[config.mk]
export PLATFORM = sky130hd
export DESIGN_NAME = tristate_bus_arbiter
export DESIGN_NICKNAME = d
export VERILOG_FILES = /design/src/rtl/tsb_pkg.sv /design/src/rtl/tsb_rr_pick.sv /design/src/rtl/tristate_bus_arbiter.sv
export SDC_FILE = /design/constraint.sdc
export NUM_CORES = 1
export LEC_CHECK = 0
export CORE_MARGIN = 2
export CORE_UTILIZATION = 40
export CTS_BUF_LIST = sky130_fd_sc_hd__clkbuf_4
export CTS_CLUSTER_SIZE = 16
export DETAILED_ROUTE_END_ITERATION = 8
export GPL_ROUTABILITY_DRIVEN = 0
export PLACE_DENSITY = 0.69
export SLEW_MARGIN = 20
export SYNTH_ARGS = -nofsm -noshare
export SYNTH_HDL_FRONTEND = slang
export SYNTH_SLANG_ARGS = --single-unit
[constraint.sdc]
create_clock -name clk -period 6.7 [get_ports clk]
set_clock_uncertainty 0.05 [all_clocks]
set_input_delay 1.34 -clock clk [delete_from_list [all_inputs] [get_ports clk]]
set_output_delay 1.34 -clock clk [all_outputs]
set_load 0.01 [all_outputs]
[src/rtl/tsb_pkg.sv]
// Shared types and the cyclic find-first helper for the tri-state bus arbiter.
package tsb_pkg;

    // Upper bound on requesters the pick helper can scan.
    localparam int TSB_MAX_REQ = 32;
    localparam int TSB_IDX_W   = 5;

    typedef enum logic [1:0] {
        IDLE  = 2'd0,
        GRANT = 2'd1,
        DEAD  = 2'd2
    } tsb_state_e;

    typedef struct packed {
        logic                 found;
        logic [TSB_IDX_W-1:0] idx;
    } tsb_pick_t;

    // First set bit of req[n_req-1:0], scanning upward from ptr and wrapping to 0.
    function automatic tsb_pick_t tsb_rr_find(
        input logic [TSB_MAX_REQ-1:0] req,
        input int unsigned            n_req,
        input int unsigned            ptr
    );
        tsb_pick_t            res;
        int unsigned          cand;
        logic [TSB_IDX_W-1:0] sel;
        res = '0;
        for (int unsigned k = 0; k < TSB_MAX_REQ; k++) begin
            cand = ptr + k;
            if (cand >= n_req) begin
                cand = cand - n_req;
            end
            sel = cand[TSB_IDX_W-1:0];
            if ((k < n_req) && !res.found && req[sel]) begin
                res.found = 1'b1;
                res.idx   = sel;
            end
        end
        return res;
    endfunction

endpackage

[src/rtl/tsb_rr_pick.sv]
// Combinational round-robin pick: first requester at or after rr_ptr, cyclically.
module tsb_rr_pick
    import tsb_pkg::*;
#(
    parameter int N_REQ = 4
) (
    input  logic [N_REQ-1:0]         req,
    input  logic [$clog2(N_REQ)-1:0] rr_ptr,
    output logic [$clog2(N_REQ)-1:0] pick,
    output logic                     found
);

    localparam int IDX_W = $clog2(N_REQ);

    tsb_pick_t res;

    assign res   = tsb_rr_find(TSB_MAX_REQ'(req), N_REQ, 32'(rr_ptr));
    assign pick  = res.idx[IDX_W-1:0];
    assign found = res.found;

endmodule

[src/rtl/tristate_bus_arbiter.sv]
// Round-robin owner selection for a shared tri-state net, with break-before-make
// dead cycles between owners and MAX_HOLD preemption when others are waiting.
module tristate_bus_arbiter
    import tsb_pkg::*;
#(
    parameter int N_REQ       = 4,
    parameter int DEAD_CYCLES = 2,
    parameter int MAX_HOLD    = 8
) (
    input  logic                     clk,
    input  logic                     rst_n,
    input  logic [N_REQ-1:0]         req,
    output logic [N_REQ-1:0]         en,
    output logic                     owner_valid,
    output logic [$clog2(N_REQ)-1:0] owner_id,
    output logic                     preempt
);

    localparam int IDX_W  = $clog2(N_REQ);
    localparam int HOLD_W = $clog2(MAX_HOLD + 1);
    localparam int DEAD_W = $clog2(DEAD_CYCLES + 1);

    localparam logic [HOLD_W-1:0] HOLD_MAX = HOLD_W'(MAX_HOLD);
    localparam logic [DEAD_W-1:0] DEAD_MAX = DEAD_W'(DEAD_CYCLES);
    localparam logic [IDX_W-1:0]  LAST_ID  = IDX_W'(N_REQ - 1);

    tsb_state_e         state_q, state_d;
    logic [N_REQ-1:0]   en_q, en_d;
    logic               valid_q, valid_d;
    logic [IDX_W-1:0]   id_q, id_d;
    logic               preempt_q, preempt_d;
    logic [IDX_W-1:0]   rr_ptr_q, rr_ptr_d;
    logic [HOLD_W-1:0]  hold_cnt_q, hold_cnt_d;
    logic [DEAD_W-1:0]  dead_cnt_q, dead_cnt_d;

    logic [IDX_W-1:0]   pick;
    logic               found;
    logic               owner_req;
    logic               others_req;
    logic               grant_now;
    logic               to_dead;

    tsb_rr_pick #(.N_REQ(N_REQ)) u_pick (
        .req    (req),
        .rr_ptr (rr_ptr_q),
        .pick   (pick),
        .found  (found)
    );

    // en_q is one-hot for the owner while in GRANT, so it doubles as the owner mask.
    assign owner_req  = |(req & en_q);
    assign others_req = |(req & ~en_q);

    always_comb begin
        state_d    = state_q;
        en_d       = en_q;
        valid_d    = valid_q;
        id_d       = id_q;
        preempt_d  = 1'b0;
        rr_ptr_d   = rr_ptr_q;
        hold_cnt_d = hold_cnt_q;
        dead_cnt_d = dead_cnt_q;
        grant_now  = 1'b0;
        to_dead    = 1'b0;

        unique case (state_q)
            IDLE: begin
                grant_now = found;
            end
            GRANT: begin
                if (!owner_req) begin
                    to_dead = 1'b1;
                end else if ((hold_cnt_q == HOLD_MAX) && others_req) begin
                    to_dead   = 1'b1;
                    preempt_d = 1'b1;
                end else if (hold_cnt_q != HOLD_MAX) begin
                    hold_cnt_d = hold_cnt_q + 1'b1;
                end
            end
            DEAD: begin
                if (dead_cnt_q == DEAD_MAX) begin
                    if (found) begin
                        grant_now = 1'b1;
                    end else begin
                        state_d = IDLE;
                    end
                end else begin
                    dead_cnt_d = dead_cnt_q + 1'b1;
                end
            end
            default: begin
                state_d = IDLE;
                en_d    = '0;
                valid_d = 1'b0;
            end
        endcase

        if (to_dead) begin
            state_d    = DEAD;
            en_d       = '0;
            valid_d    = 1'b0;
            dead_cnt_d = DEAD_W'(1);
        end

        if (grant_now) begin
            state_d    = GRANT;
            en_d       = N_REQ'(1) << pick;
            valid_d    = 1'b1;
            id_d       = pick;
            hold_cnt_d = HOLD_W'(1);
            rr_ptr_d   = (pick == LAST_ID) ? '0 : pick + 1'b1;
        end
    end

    always_ff @(posedge clk or negedge rst_n) begin
        if (!rst_n) begin
            state_q    <= IDLE;
            en_q       <= '0;
            valid_q    <= 1'b0;
            id_q       <= '0;
            preempt_q  <= 1'b0;
            rr_ptr_q   <= '0;
            hold_cnt_q <= '0;
            dead_cnt_q <= '0;
        end else begin
            state_q    <= state_d;
            en_q       <= en_d;
            valid_q    <= valid_d;
            id_q       <= id_d;
            preempt_q  <= preempt_d;
            rr_ptr_q   <= rr_ptr_d;
            hold_cnt_q <= hold_cnt_d;
            dead_cnt_q <= dead_cnt_d;
        end
    end

    assign en          = en_q;
    assign owner_valid = valid_q;
    assign owner_id    = id_q;
    assign preempt     = preempt_q;

endmodule

After elaboration in Yosys (flattened, before gate mapping) --
Index checks and enable logic that the tools add are counted.
Storage, ports and cells: output and inout bits 8, word-level logic and storage cells 105, register bits after elaboration 18
Operators by class: bitwise operators 3, order comparisons 8, equal/unequal tests 12, reduce and logical (&&, ||, !) cells 19, multiplexer cells 44, add/sub/neg operators 10, shift operators 1
Operators with widths (count):
- >= comparator 32 x 3 -> 1 bit (second input constant) | 3
- 2-to-1 mux 4 bit | 8
- less-than comparator 5 x 6 -> 1 bit (second input constant) | 4
- 2-to-1 mux 6 bit | 4
- binary-select mux 1 bit (select 5 bit) | 4
- 2-to-1 mux 5 bit | 4
- 2-to-1 mux 2 bit | 8
- subtractor 5 x 3 -> 5 bit (second input constant) | 3
- 2-to-1 mux 1 bit | 14
- inequality test 4 bit (second input constant) | 3
- bitwise AND 4 bit | 2
- nonzero test 2 bit | 4
- OR reduction 4 bit | 2
- adder 2 x 2 -> 3 bit (second input constant) | 2
- == test 2 bit (second input constant) | 3
- inequality test 3 x 1 -> 1 bit (second input constant) | 2
- adder 2 x 1 -> 2 bit (second input constant) | 2
- adder 4 x 1 -> 4 bit (second input constant) | 1
- == test 4 bit (second input constant) | 1
- logical AND 1 bit | 4
- inequality test 2 bit (second input constant) | 2
- inverter 4 bit | 1
- one-hot mux 2 bit (2 select lines) | 1
- AND reduction 4 bit | 1
- other kinds (12) | 14

Longest topological paths before layout --
word-level depth 19, mapped depth 11

Hierarchy --
A second synthesis with hierarchy kept.
Second synthesis, totals: cell total of the unflattened synthesis 131, area total of the unflattened synthesis 1256.2 um^2
By module, submodules not included:
- tristate_bus_arbiter | instances 1, cells each 93, area each 939.7 um^2, sequential area each 450.4 um^2
- tsb_rr_pick | instances 1, cells each 38, area each 316.6 um^2, sequential area each 0.0 um^2

Least setup slack after synthesis --
No wires, ideal clock.
path type input -> register, start point in req[0], end point reg en_q[0] (netlist: en[0]), stages 8, arrival 2.781 ns, required time 6.529 ns, setup time 0.121 ns, setup slack 3.748 ns, path through mux2i_1 > nor3_2 > nor3_2 > nand2b_1 > a22oi_1 > inv_1 > ha_1 > a22o_1
Between the ends: elaborated cells on any way between the ends 33
RTL lines:
- start: declaration | line tristate_bus_arbiter.sv:12 | input logic [N_REQ-1:0] req,
- binary-select mux 1 bit (select 5 bit) | line tsb_pkg.sv:35 | if ((k < n_req) && !res.found && req[sel]) begin
- 2-to-1 mux 1 bit (implied by the code) | line tsb_pkg.sv:35
- 2-to-1 mux 6 bit | line tsb_pkg.sv:35
- zero test 1 bit | line tsb_pkg.sv:35
- logical AND 1 bit | line tsb_pkg.sv:35
- 2-to-1 mux 6 bit | line tsb_pkg.sv:35
- zero test 1 bit | line tsb_pkg.sv:35
- logical AND 1 bit | line tsb_pkg.sv:35
- 2-to-1 mux 6 bit | line tsb_pkg.sv:35
- zero test 1 bit | line tsb_pkg.sv:35
- logical AND 1 bit | line tsb_pkg.sv:35
- 2-to-1 mux 6 bit * | line tsb_pkg.sv:35
- via pick[0] | line tristate_bus_arbiter.sv:36 | logic [IDX_W-1:0] pick;
- left shift 1 x 2 -> 4 bit * | line tristate_bus_arbiter.sv:107 | en_d = N_REQ'(1) << pick;
- 2-to-1 mux 4 bit * | line tristate_bus_arbiter.sv:105 | if (grant_now) begin
- end signal: assignment | line tristate_bus_arbiter.sv:127 | en_q <= en_d;
- end: declaration | line tristate_bus_arbiter.sv:28 | logic [N_REQ-1:0] en_q, en_d;
The timed path passes the listed nets; every way through them passes the cells marked *. The select of a mux whose other input is x is not followed. A chain may end at the register's enable or synchronous reset.

Final worst setup path --
start point in req[0], end point reg rr_ptr_q[1]
Between the ends: elaborated cells on any way between the ends 24
RTL lines:
- binary-select mux 1 bit (select 5 bit) | line tsb_pkg.sv:35
- 2-to-1 mux 1 bit (implied by the code) | line tsb_pkg.sv:35
- 2-to-1 mux 6 bit | line tsb_pkg.sv:35
- zero test 1 bit | line tsb_pkg.sv:35
- logical AND 1 bit | line tsb_pkg.sv:35
- 2-to-1 mux 6 bit | line tsb_pkg.sv:35
- zero test 1 bit | line tsb_pkg.sv:35
- logical AND 1 bit | line tsb_pkg.sv:35
- 2-to-1 mux 6 bit | line tsb_pkg.sv:35
- zero test 1 bit | line tsb_pkg.sv:35
- logical AND 1 bit | line tsb_pkg.sv:35
- 2-to-1 mux 6 bit * | line tsb_pkg.sv:35
- via pick[0] | line tristate_bus_arbiter.sv:36
- adder 2 x 1 -> 2 bit / == test 2 bit (equally long branches) | line tristate_bus_arbiter.sv:111 | rr_ptr_d = (pick == LAST_ID) ? '0 : pick + 1'b1;
- 2-to-1 mux 2 bit * | line tristate_bus_arbiter.sv:111
- end signal: assignment | line tristate_bus_arbiter.sv:131 | rr_ptr_q <= rr_ptr_d;
- end: declaration | line tristate_bus_arbiter.sv:32 | logic [IDX_W-1:0] rr_ptr_q, rr_ptr_d;
Marked as above.

==> results.yml <==
floorplanning:
  vert_die_dim_um: 57.9
  io_pins: 14
  die_w_um: 57.9
  fp.coreArea_um2: 2760
  dieArea_um2: 3350
  placementRows: 19
  initial_core_util_pct: 42.1
yosys:
  synthCells: 119
  syn_std_cell_area_um2: 1160
  xor_and_xnor_area_share_after_synthesis_pct: 3.77
  synth_top_cells_by_area: "sky130_fd_sc_hd__dfrtp_1 39%, sky130_fd_sc_hd__ha_1 12%, sky130_fd_sc_hd__a22o_1 4.5%, sky130_fd_sc_hd__nand2b_1 4.3%, sky130_fd_sc_hd__nor2_1 3.9%"
  synth_sequential_area_ratio_pct: 38.8
  synth_compound_gate_area_share_pct: 15.8
  syn-mean-instance-area_um2: 9.76
  dominant_combinational_cell_family_by_area_after_synthesis: "simple AND/OR/NAND/NOR gates"
  synthesis.nets: 136
  ys_warn_count: 0
  synth_cell_types: 29
  synth_adder_area_share_pct: 11.9
  synth_top_area_cell: "sky130_fd_sc_hd__dfrtp_1"
  simple_gate_portion_of_the_synthesized_area_pct: 19.2
  yosys-mux-area-fraction_pct: 5.39
  synth_top_cell_area_share_pct: 38.8
  seq_cells_post_synth: 18
outcome:
  outcome: "completed"
setup_path:
  worstSetupStartpointType: "input port"
  timing.critical_path.depth: 9
  critPathMaxFanout: 5
  criticalPathCategory: "input port to flop"
  end_kind: "flop"
  top_cell_by_count_worst_path: "sky130_fd_sc_hd__nor3_2"
  cp_data_required_time_ns: 6.87
  worstPathBufferInverterCount: 2
  worstRegToRegCells: 10
  worstPathCellList: "clkdlybuf4s50_1 > mux2i_1 > nor3_2 > nor3_2 > nand2b_1 > a22oi_1 > inv_1 > ha_1 > o21ai_0"
  worstPathArrival_ns: 3.58
  cell_family_with_most_cp_delay: "buffers and inverters"
  cell_with_the_largest_stage_delay_on_the_worst_path: "sky130_fd_sc_hd__clkdlybuf4s50_1"
  delay_of_the_slowest_cell_on_the_worst_path_ns: 0.48
global_route:
  grt_start_max_net_pins: 19
  grt_first_pass_wirelength_um: 3740
  grtUsageTotal_pct: 14.6
  antenna_found_initial: 0
  grt_pass1_vias: 857
  gr_ovfl_total: 0
clocking:
  clk_latency_ns: 0.29
  cts.repair.resized: 0
  cts_max_level: 1
  holdBufCountCts: 0
  tritoncts_num_sinks: 18
  cts.root.buffer_cell: "sky130_fd_sc_hd__clkbuf_4"
  cts_tree: "yes"
  tritoncts.num_buffers: 3
  clock_path_buffers: 2
  clk_pin_slew_worst_paths_ns: 0.10
  post_cts_buffers: 0
drt:
  drt_first_pass_iters: 4
  detail_route.vias_per_cell: 5.33
  post-route-drc-count: 0
  antenna_left: 0
  detailroute.via_count: 879
  routed_wirelength_um: 2160
  wl_per_cell_um: 13.1
  detailedRoute.firstIterationViolations: 12
power:
  peakVddDrop_v: 0.000281
  power-per-cell-area_nw_per_um2: 459
  p_leak_nw: 0.608
sta:
  final.period_utilization_pct: 50.9
  tightest_pin_transition_ns: 0.807
  max_freq_mhz: 293
  maxSlewViolCount: 0
  period_minus_slack_ns: 3.41
  setup_total_negative_slack_ns: 0
  finalHoldViolCount: 0
  unrepaired_setup_endpoints_after_global_routing: "no"
  headroom_to_the_max_slew_limit_pct: 46.0
  setup_violations: 0
hold_path:
  min_path_cells: 2
  worst_hold_path_type: "flop to flop"
placement:
  dp.cells: 161
  numPortBuffers: 13
  detailedPlacementHpwl_um: 1710
finish:
  final_net_count: 152
  area_delta_synth_final_pct: 14.9
  layout.core_utilization_pct: 48.4
  post_route_cells_drive_above_1_share_pct: 7.46
  layout_commonest_cell: "sky130_fd_sc_hd__dfrtp_1"
  most-common-layout-cells: "18 x sky130_fd_sc_hd__dfrtp_1, 13 x sky130_fd_sc_hd__clkdlybuf4s50_1, 12 x sky130_fd_sc_hd__nor2_1, 11 x sky130_fd_sc_hd__ha_1"
  antenna_cells: 0
  finalNonFillerCells: 165
job:
  max_cap_viols: 0
-- worst min-delay path, stage by stage, from the launching register on --
cell	delay [ns]
sky130_fd_sc_hd__dfrtp_1	0.36
sky130_fd_sc_hd__nand2_1	0.04
sky130_fd_sc_hd__o21ai_0	0.05
-- routing by layer --
metal | global-route usage, % | part of all wire (%) | vias to the layer above
met4 | 1.99 | 0.88 | 0
met3 | 4.02 | 4.3 | 2
met1 | 19.2 | 49 | 417
met5 | 0 | 0 | -
met2 | 24.5 | 46 | 20
li1 | - | - | 440
-- worst paths after layout --
path	start	to	slack [ns]
hold / removal	owner_id[0]$_DFFE_PN0P_	owner_id[0]$_DFFE_PN0P_	0.44
setup reg to reg	rr_ptr_q[0]$_DFFE_PN0P_	rr_ptr_q[1]$_DFFE_PN0P_	3.91
min in group asynchronous	rst_n	dead_cnt_q[0]$_DFFE_PN0P_	1.45
setup / recovery	req[0]	rr_ptr_q[1]$_DFFE_PN0P_	3.29
max in group asynchronous	rst_n	state_q[0]$_DFFE_PN0P_	4.65
hold reg to reg	owner_id[0]$_DFFE_PN0P_	owner_id[0]$_DFFE_PN0P_	0.44
-- synth_stat cells --
cell type	n
sky130_fd_sc_hd__a211o_1	1
sky130_fd_sc_hd__a211oi_4	1
sky130_fd_sc_hd__a21oi_1	5
sky130_fd_sc_hd__a22o_1	6
sky130_fd_sc_hd__a22oi_1	1
sky130_fd_sc_hd__a41oi_1	1
sky130_fd_sc_hd__and2_4	1
sky130_fd_sc_hd__and2b_1	2
sky130_fd_sc_hd__buf_6	2
sky130_fd_sc_hd__dfrtp_1	18
sky130_fd_sc_hd__ha_1	11
sky130_fd_sc_hd__inv_1	10
sky130_fd_sc_hd__mux2_2	2
sky130_fd_sc_hd__mux2i_1	4
sky130_fd_sc_hd__nand2_1	10
sky130_fd_sc_hd__nand2b_1	8
sky130_fd_sc_hd__nand3_1	1
sky130_fd_sc_hd__nand3b_1	1
sky130_fd_sc_hd__nor2_1	12
sky130_fd_sc_hd__nor2b_1	2
sky130_fd_sc_hd__nor3_1	1
sky130_fd_sc_hd__nor3_2	3
sky130_fd_sc_hd__nor4_1	1
sky130_fd_sc_hd__o21a_1	2
sky130_fd_sc_hd__o21ai_0	5
sky130_fd_sc_hd__o21ai_1	1
sky130_fd_sc_hd__o221ai_1	1
sky130_fd_sc_hd__o31ai_1	1
sky130_fd_sc_hd__xnor2_1	5
-- stage by stage --
step	total power, mW	worst slack, ns	area (um2)	hold WS, ns
floorplan	0.475	3.75	1160	0.434
global placement	0.548	3.04	1310	0.412
detailed placement	0.559	2.97	1310	0.422
CTS	0.616	3.28	1330	0.445
global route	0.671	3.09	1330	0.497
finish	0.612	3.29	1330	0.435
-- cell families after synthesis --
logic type,count (synthesis)
simple gates,42
compound gates,25
flops,18
buf+inv,12
fa+ha+maj,11
mux,6
xor+xnor,5
-- area by class of cell --
| type | count | area, um2 |
|---|---|---|
| clock inverters | 1 | 3.75 |
| flip-flops and latches | 18 | 450 |
| clock buffers | 3 | 22.5 |
| inverters | 10 | 37.5 |
| fillers | 270 | 1420 |
| multi-input cells | 89 | 651 |
| repair buffers | 13 | 130 |
| well taps | 31 | 38.8 |
-- registers in the layout, summed over array words and instances, names as in the netlist --
name	flops
owner_valid	1
hold_cnt_q	4
dead_cnt_q	2
state_q	2
owner_id	2
preempt	1
en	4
rr_ptr_q	2
-- report_power, final --
group          internal, mW  switching, mW
Clock                0.0217         0.0335
Combinational         0.169          0.197
Sequential            0.148         0.0426
Total                 0.339          0.273
No activity file was read; power rests on OpenSTA's default activity.
